`src/rtl/vga_board_renderer.sv`:
```
// 640x480@60 renderer for the 3x3 board: raster counters, per-frame board snapshot
// taken in vertical blanking, and a single registered colour/sync output stage.
module vga_board_renderer (
  input  logic        iVGA_CLK,
  input  logic        iRST_n,
  input  logic [17:0] iBoard,
  input  logic [3:0]  iCursor,
  output logic        oHS,
  output logic        oVS,
  output logic [3:0]  oVGA_R,
  output logic [3:0]  oVGA_G,
  output logic [3:0]  oVGA_B,
  output logic        oFrame
);

  logic [9:0]  hc, vc;
  logic [17:0] board_q;
  logic [3:0]  cursor_q;

  logic        end_line, snap;
  logic        active_p0, in_board_p0, hs_p0, vs_p0;
  logic [8:0]  lx_p0, ly_p0, ox_p0, oy_p0;
  logic [1:0]  col_p0, row_p0, owner_p0;
  logic [3:0]  cell_p0;
  logic signed [9:0]  d1_p0, d2_p0, dx_p0, dy_p0;
  logic signed [15:0] sqx_p0, sqy_p0;
  logic [15:0] r2_p0;
  logic        grid_p0, xmark_p0, ring_p0, cur_p0;
  logic [11:0] rgb_p0;

  function automatic logic in_rng(input logic [8:0] v, input logic [8:0] lo, input logic [8:0] hi);
    return (v >= lo) && (v <= hi);
  endfunction

  function automatic logic [1:0] band(input logic [8:0] l);
    if (l < 9'd120)      return 2'd0;
    else if (l < 9'd240) return 2'd1;
    else                 return 2'd2;
  endfunction

  // Offset within the cell by subtracting 0/120/240 instead of a multiply.
  function automatic logic [8:0] offs(input logic [8:0] l, input logic [1:0] b);
    case (b)
      2'd0:    return l;
      2'd1:    return l - 9'd120;
      default: return l - 9'd240;
    endcase
  endfunction

  function automatic logic near3(input logic signed [9:0] d);
    return (d >= -10'sd3) && (d <= 10'sd3);
  endfunction

  assign end_line = (hc == 10'd799);
  assign snap     = end_line && (vc == 10'd479);

  always_ff @(posedge iVGA_CLK or negedge iRST_n) begin
    if (!iRST_n) begin
      hc <= 10'd0;
      vc <= 10'd0;
    end else if (end_line) begin
      hc <= 10'd0;
      vc <= (vc == 10'd524) ? 10'd0 : vc + 10'd1;
    end else begin
      hc <= hc + 10'd1;
    end
  end

  always_ff @(posedge iVGA_CLK or negedge iRST_n) begin
    if (!iRST_n) begin
      board_q  <= 18'd0;
      cursor_q <= 4'hF;
    end else if (snap) begin
      board_q  <= iBoard;
      cursor_q <= iCursor;
    end
  end

  // Stage p0: geometry and mark decode from the current counter position.
  always_comb begin
    active_p0   = (hc < 10'd640) && (vc < 10'd480);
    in_board_p0 = (hc >= 10'd140) && (hc <= 10'd499) && (vc >= 10'd60) && (vc <= 10'd419);
    hs_p0       = !((hc >= 10'd656) && (hc <= 10'd751));
    vs_p0       = !((vc >= 10'd490) && (vc <= 10'd491));

    lx_p0  = hc[8:0] - 9'd140;
    ly_p0  = vc[8:0] - 9'd60;
    col_p0 = band(lx_p0);
    row_p0 = band(ly_p0);
    ox_p0  = offs(lx_p0, col_p0);
    oy_p0  = offs(ly_p0, row_p0);
    cell_p0 = {1'b0, row_p0, 1'b0} + {2'b00, row_p0} + {2'b00, col_p0};

    owner_p0 = 2'b00;
    for (int i = 0; i < 9; i++)
      if (cell_p0 == i[3:0]) owner_p0 = board_q[2*i +: 2];

    grid_p0 = in_rng(lx_p0, 9'd118, 9'd121) || in_rng(lx_p0, 9'd238, 9'd241) ||
              in_rng(ly_p0, 9'd118, 9'd121) || in_rng(ly_p0, 9'd238, 9'd241);

    d1_p0 = $signed({1'b0, ox_p0}) - $signed({1'b0, oy_p0});
    d2_p0 = $signed({1'b0, ox_p0}) + $signed({1'b0, oy_p0}) - 10'sd119;
    xmark_p0 = in_rng(ox_p0, 9'd16, 9'd103) && in_rng(oy_p0, 9'd16, 9'd103) &&
               (near3(d1_p0) || near3(d2_p0));

    dx_p0  = $signed({ox_p0, 1'b0}) - 10'sd119;
    dy_p0  = $signed({oy_p0, 1'b0}) - 10'sd119;
    sqx_p0 = dx_p0 * dx_p0;
    sqy_p0 = dy_p0 * dy_p0;
    r2_p0  = $unsigned(sqx_p0) + $unsigned(sqy_p0);
    ring_p0 = (r2_p0 >= 16'd6400) && (r2_p0 <= 16'd7744);

    cur_p0 = (cell_p0 == cursor_q) &&
             (in_rng(ox_p0, 9'd4, 9'd7) || in_rng(ox_p0, 9'd112, 9'd115) ||
              in_rng(oy_p0, 9'd4, 9'd7) || in_rng(oy_p0, 9'd112, 9'd115));

    rgb_p0 = 12'h000;
    if (active_p0 && in_board_p0) begin
      if (grid_p0)                             rgb_p0 = 12'hFFF;
      else if (owner_p0 == 2'b01 && xmark_p0)  rgb_p0 = 12'hF00;
      else if (owner_p0 == 2'b10 && ring_p0)   rgb_p0 = 12'h00F;
      else if (cur_p0)                         rgb_p0 = 12'hFF0;
    end
  end

  // Stage p1: registered outputs, colour and sync share the same one-cycle delay.
  always_ff @(posedge iVGA_CLK or negedge iRST_n) begin
    if (!iRST_n) begin
      oHS    <= 1'b1;
      oVS    <= 1'b1;
      oVGA_R <= 4'h0;
      oVGA_G <= 4'h0;
      oVGA_B <= 4'h0;
      oFrame <= 1'b0;
    end else begin
      oHS    <= hs_p0;
      oVS    <= vs_p0;
      oVGA_R <= rgb_p0[11:8];
      oVGA_G <= rgb_p0[7:4];
      oVGA_B <= rgb_p0[3:0];
      oFrame <= snap;
    end
  end

endmodule

```
`config.mk`:
```
export PLATFORM = sky130hd
export DESIGN_NAME = vga_board_renderer
export DESIGN_NICKNAME = d
export VERILOG_FILES = /design/src/rtl/vga_board_renderer.sv
export SDC_FILE = /design/constraint.sdc
export NUM_CORES = 1
export LEC_CHECK = 0
export ABC_AREA = 0
export CAP_MARGIN = 20
export CORE_MARGIN = 4
export CORE_UTILIZATION = 65
export DETAILED_ROUTE_END_ITERATION = 6
export HOLD_SLACK_MARGIN = 0.06
export PLACE_DENSITY_LB_ADDON = 0.15
export SLEW_MARGIN = 20
export SYNTH_ARGS = -nofsm -noshare
export SYNTH_HDL_FRONTEND = slang
export SYNTH_SLANG_ARGS = --single-unit
```
`constraint.sdc`:
```
create_clock -name iVGA_CLK -period 12.9 [get_ports iVGA_CLK]
set_input_delay 1.29 -clock iVGA_CLK [delete_from_list [all_inputs] [get_ports iVGA_CLK]]
set_output_delay 1.29 -clock iVGA_CLK [all_outputs]
set_load 0.01 [all_outputs]
```
; ---- Word level (Yosys, flattened, before mapping)
; Index checks and enable logic that the tools add are counted.
[op_classes]
add_sub_neg = 16
multipliers = 2
order_cmp = 40
eq_ne = 16
muxes = 22
n_reduce_logical = 38
[op_table]
columns = op, count
row1 = two-way mux 12 bit, 5
row2 = <= comparator 9 x 7 -> 1 bit (second input constant), 6
row3 = greater-or-equal comparator 9 x 7 -> 1 bit (second input constant), 4
row4 = case mux 9 bit (2 select lines), 2
row5 = multiplier 10 x 10 -> 16 bit, 2
row6 = <= comparator 10 x 9 -> 1 bit (second input constant), 3
row7 = subtractor 10 x 8 -> 10 bit (second input constant), 3
row8 = subtractor 9 x 8 -> 9 bit (second input constant), 3
row9 = logical AND 1 bit, 26
row10 = two-way mux 2 bit, 13
row11 = adder 10 x 1 -> 10 bit (second input constant), 2
row12 = == test 10 bit (second input constant), 2
row13 = greater-or-equal comparator 10 x 3 -> 1 bit (second input constant), 2
row14 = <= comparator 10 x 3 -> 1 bit (second input constant), 2
row15 = two-way mux 10 bit, 2
row16 = greater-or-equal comparator 9 x 3 -> 1 bit (second input constant), 2
row17 = greater-or-equal comparator 9 x 5 -> 1 bit (second input constant), 2
row18 = greater-or-equal comparator 9 x 8 -> 1 bit (second input constant), 2
row19 = <= comparator 9 x 3 -> 1 bit (second input constant), 2
row20 = <= comparator 9 x 8 -> 1 bit (second input constant), 2
row21 = less-than comparator 9 x 7 -> 1 bit (second input constant), 2
row22 = less-than comparator 9 x 8 -> 1 bit (second input constant), 2
row23 = subtractor 9 x 7 -> 9 bit (second input constant), 2
row24 = adder 16 bit, 1
row25 = other kinds (26), 40
[totals]
ff_bits = 57
output_inout_bits = 15
word_cells = 144

; ---- Depth between registers and ports, before layout
[depth]
depth_word = 22
depth_mapped = 40

; ---- Least setup slack after synthesis
; OpenSTA, ideal clock, no wires.
[synth_path]
path_type = register -> register
from = register vc[2]
to = register oVGA_R[2]
setup_ns = 0.120
arrival_time_ns = 10.150
required_ns = 12.780
setup_slack_ns = 2.631
path_stages_with_launch = 39
path_buffers = 2
synth_period_minus_slack_ns = 10.269
cell_sequence = dfrtp_1 -> clkbuf_1 -> inv_1 -> clkbuf_1 -> ha_1 -> ha_1 -> and2_1 -> o2111ai_1 -> a21o_1 -> a211oi_1 -> or2_2 -> ha_1 -> a21oi_1 -> xnor2_1 -> inv_1 -> nor2_1 -> fa_1 -> inv_1 -> (+3 left out) -> fa_1 -> fa_1 -> fa_1 -> inv_1 -> fa_1 -> inv_1 -> ha_1 -> nor2_1 -> nor2_1 -> a21oi_1 -> o21bai_1 -> a21o_1 -> and3_1 -> nor3b_1 -> xnor3_2 -> o41ai_2 -> nor3_2 -> a31o_1
[synth_via]
elab_chain_len = 22
elab_cells_between_ends = 85
[synth_lines]
columns = item, line_no
row1 = from (decl), 16  ; logic [9:0] hc, vc;
row2 = from (signal assigned), 63  ; vc <= (vc == 10'd524) ? 10'd0 : vc + 10'd1;
row3 = "parallel branches: the longest is 21 deep, another holds multiplier 10 x 10 -> 16 bit", -
row4 = two-way mux 12 bit (*), 118  ; if (active_p0 && in_board_p0) begin
row5 = via rgb_p0[10], 29  ; logic [11:0] rgb_p0;
row6 = to (signal assigned), 138  ; oVGA_R <= rgb_p0[11:8];
row7 = to (decl), 10  ; output logic [3:0] oVGA_R,
; Mark *: on every way through the listed nets, which the timed path passes.
; A chain may end at the register's enable or synchronous reset.

; ---- Worst setup path after layout
; Ends and elaborated chain as after synthesis.

==> flow_summary.yaml <==
outcome:
  outcome: "complete, no violations"
floorplanning:
  fp.coreArea_um2: 15900
  floorplan.die.height_um: 136
  rows: 46
  io-pin-count: 39
  fp.dieArea_um2: 18400
  die-width_um: 136
  starting_utilization_of_the_core_area: 0.665
timing:
  maxClockFrequency_mhz: 89.0
  finalSetupViolCount: 0
  period_needed_ns: 11.24
  grt_setup_unrepaired: "no"
  layout_worst_path_cycle_share: 0.871
  max_slew_margin: 0.328
  max_slew.worst_pin.slew_ns: 1.01
  final.setup.tns_ns: 0
  maxSlewViolCount: 0
  finalHoldViolCount: 0
  clock_skew_ns: 0.00734
placement:
  place.detailed.instances: 1414
  io_buffers: 38
  dp_hpwl_um: 20300
  place_congestion: 0.983
pwr:
  fin_total_pwr_mw: 0.335
  power.ir.vdd_worst_uv: 46.7
  power.density_cell_area_nw_per_um2: 29.8
  p_leak_nw: 5.52
global_route:
  first_global_vias: 8432
  grt_overflow: 0
  grt_pass1_wl_um: 41700
  initial_antenna_violation_count: 0
  grt_use_total: 0.285
  largest_net_degree_at_the_start_of_global_routing: 49
setup_path:
  timing.setup.critical_path_class: "reg2reg"
  worstSetupEndpointType: "flop"
  cp.depth: 37
  biggest_fanout_along_the_worst_timing_path: 24
  cell_at_the_slowest_stage_of_the_critical_path: "dfrtp_1"
  critPathRequiredTime_ns: 13.08
  setup.worst_path.start_class: "flop"
  critPathMostFrequentCell: "fa_1"
  path_delay_family: "adder cells"
  r2r_cells: 37
  worst_path_largest_cell_delay_ns: 0.92
  cp.buffers_inverters: 7
  critPathArrivalTime_ns: 11.42
final_layout:
  final-instance-count-excl-fill: 1422
  area_of_the_multi_input_gates_um2: 8250
  layout-area-overhead-vs-synth_pct: 6.34
  diode_insertion_count_for_antenna_repair: 0
  area.sequential_um2: 1210
  num-nets-final: 1490
  ratio_of_cells_with_drive_above_1_in_the_final_layout: 0.0589
  fillerInstances: 1300
drt:
  vias_per_cell: 5.73
  wl_per_cell_um: 17.2
  totalWireLength_um: 24400
  drt_first_iter_violations: 543
  detailed_route_via_count: 8151
  first_pass_iters: 5
  detail_route.drc_violations: 0
  ant_nets: 0
synthesis:
  seq_area_frac_synth: 0.114
  yosys.cell_count.top_type: "inv_1"
  synthDominantAreaCellType: "fa_1"
  post_synth_main_area_contributors: "fa_1 (27%), ha_1 (14%), dfrtp_1 (9.9%)"
  number_of_standard_cells_after_synthesis: 1191
  synth_top_area_frac: 0.270
  syn_area_um2: 10600
  ys_async_sr_fraction: 1.00
  ys.warnings.count: 0
  syn_area_per_cell_um2: 8.90
  synth_flop_cell: "dfrtp_1"
  synth.cells.most_frequent: "inv_1 (235), fa_1 (143), nand2_1 (131), ha_1 (118), nor2_1 (61)"
  ys_ff_latch: 48
  synth_cell_type_count: 102
  synth-edff-count: 0
min_path:
  hold-path-cell-count: 2
  holdCritPathClass: "reg2reg"
clocking:
  clk_pin_slew_worst_paths_ns: 0.07
  clock_sink_count: 48
  cts_buffers: 5
  post_cts_resize_count: 0
  ctsHtreeMaxLevel: 2
  clk_path_buf_depth: 2
  cts.root.buffer_cell: "clkbuf_16"
  post_cts_hold_buffer_count: 0
  cts_tree: "built"
  cts.repair_timing.setup_buffer_count: 0
  clock_latency_on_the_worst_skew_pair_ns: 0.29
flow_run:
  max_cap_viol_count: 0
per-stage QoR:
stage / utilization / instance area (um2) / worst slack (ns) / hold WS, ns
after floorplan: - / 10600 / 2.63 / 0.437
after global placement: 0.695 / 11100 / 2.02 / 0.453
after detailed placement: 0.695 / 11100 / 1.82 / 0.459
after CTS: 0.707 / 11300 / 1.79 / 0.474
after global routing: 0.707 / 11300 / 0.882 / 0.487
final: 0.707 / 11300 / 1.66 / 0.472
area by class of cell:
class                   count  share of cell area
clock buffers               5              0.0111
clock inverters             3             0.00611
inverters                 239              0.0796
multi-input cells         863               0.732
flip-flops and latches     48               0.107
well taps                 216              0.0240
repair buffers             48              0.0402
worst paths after layout:
kind / to / startpoint / slack [ns]
max: oVGA_R[2] / vc[2] / 1.66
min: board_q[4] / board_q[4] / 0.47
max reg2reg: oVGA_R[2] / vc[2] / 1.66
min reg2reg: board_q[4] / board_q[4] / 0.47
max in group asynchronous: oVGA_B[2] / iRST_n / 11.47
min in group asynchronous: board_q[5] / iRST_n / 1.00
metal layers:
metal,track usage,routed length (um),vias up
met5,0,0,-
met4,0.0610,544,0
met3,0.0550,1560,50
met2,0.473,11600,261
met1,0.392,10700,3984
li1,-,-,3856
tightest hold or removal path: stages (launching register included):
cell and delay, ns:
dfrtp_1 0.34, nand2_1 0.05, nand2_1 0.05
flip-flops by register name, indices dropped and copies added, names as in the netlist:
signal and cells:
oHS 1, board_q 18, oVGA_R 1, cursor_q 4
oFrame 1, oVGA_B 1, oVGA_G 1, oVS 1
hc 10, vc 10
where the power goes:
part | leakage [nW] | total, mW | switching (mW) | internal (mW)
registers | 0.542 | 0.151 | 0 | 0.151
clock network | 0.0944 | 0.171 | 0.0587 | 0.112
logic | 4.89 | 0.0144 | 0.00624 | 0.00817
layout by cell type, fill, tap and decap left out, types with 17 or more instances in the layout:
cell               n
o21ai_0           38
inv_1            235
xor2_1            22
nor3_1            17
nand3_1           23
a21oi_1           39
ha_1             118
and2_1            24
fa_1             143
xnor2_1           56
dfrtp_1           42
nand2_1          131
clkdlybuf4s50_1   37
nor2_1            61
cells by family after synthesis:
logic type,after synthesis,synth area share
AND/OR/NAND/NOR,332,0.154
buffers and inverters,282,0.108
adder cells (fa/ha/maj),261,0.409
AO/OA/AOI/OAI,173,0.124
XOR/XNOR,86,0.0785
flip-flops,48,0.114
multiplexers,8,0.0103
other,1,0.000354
Power figures use the tool's default switching activity.
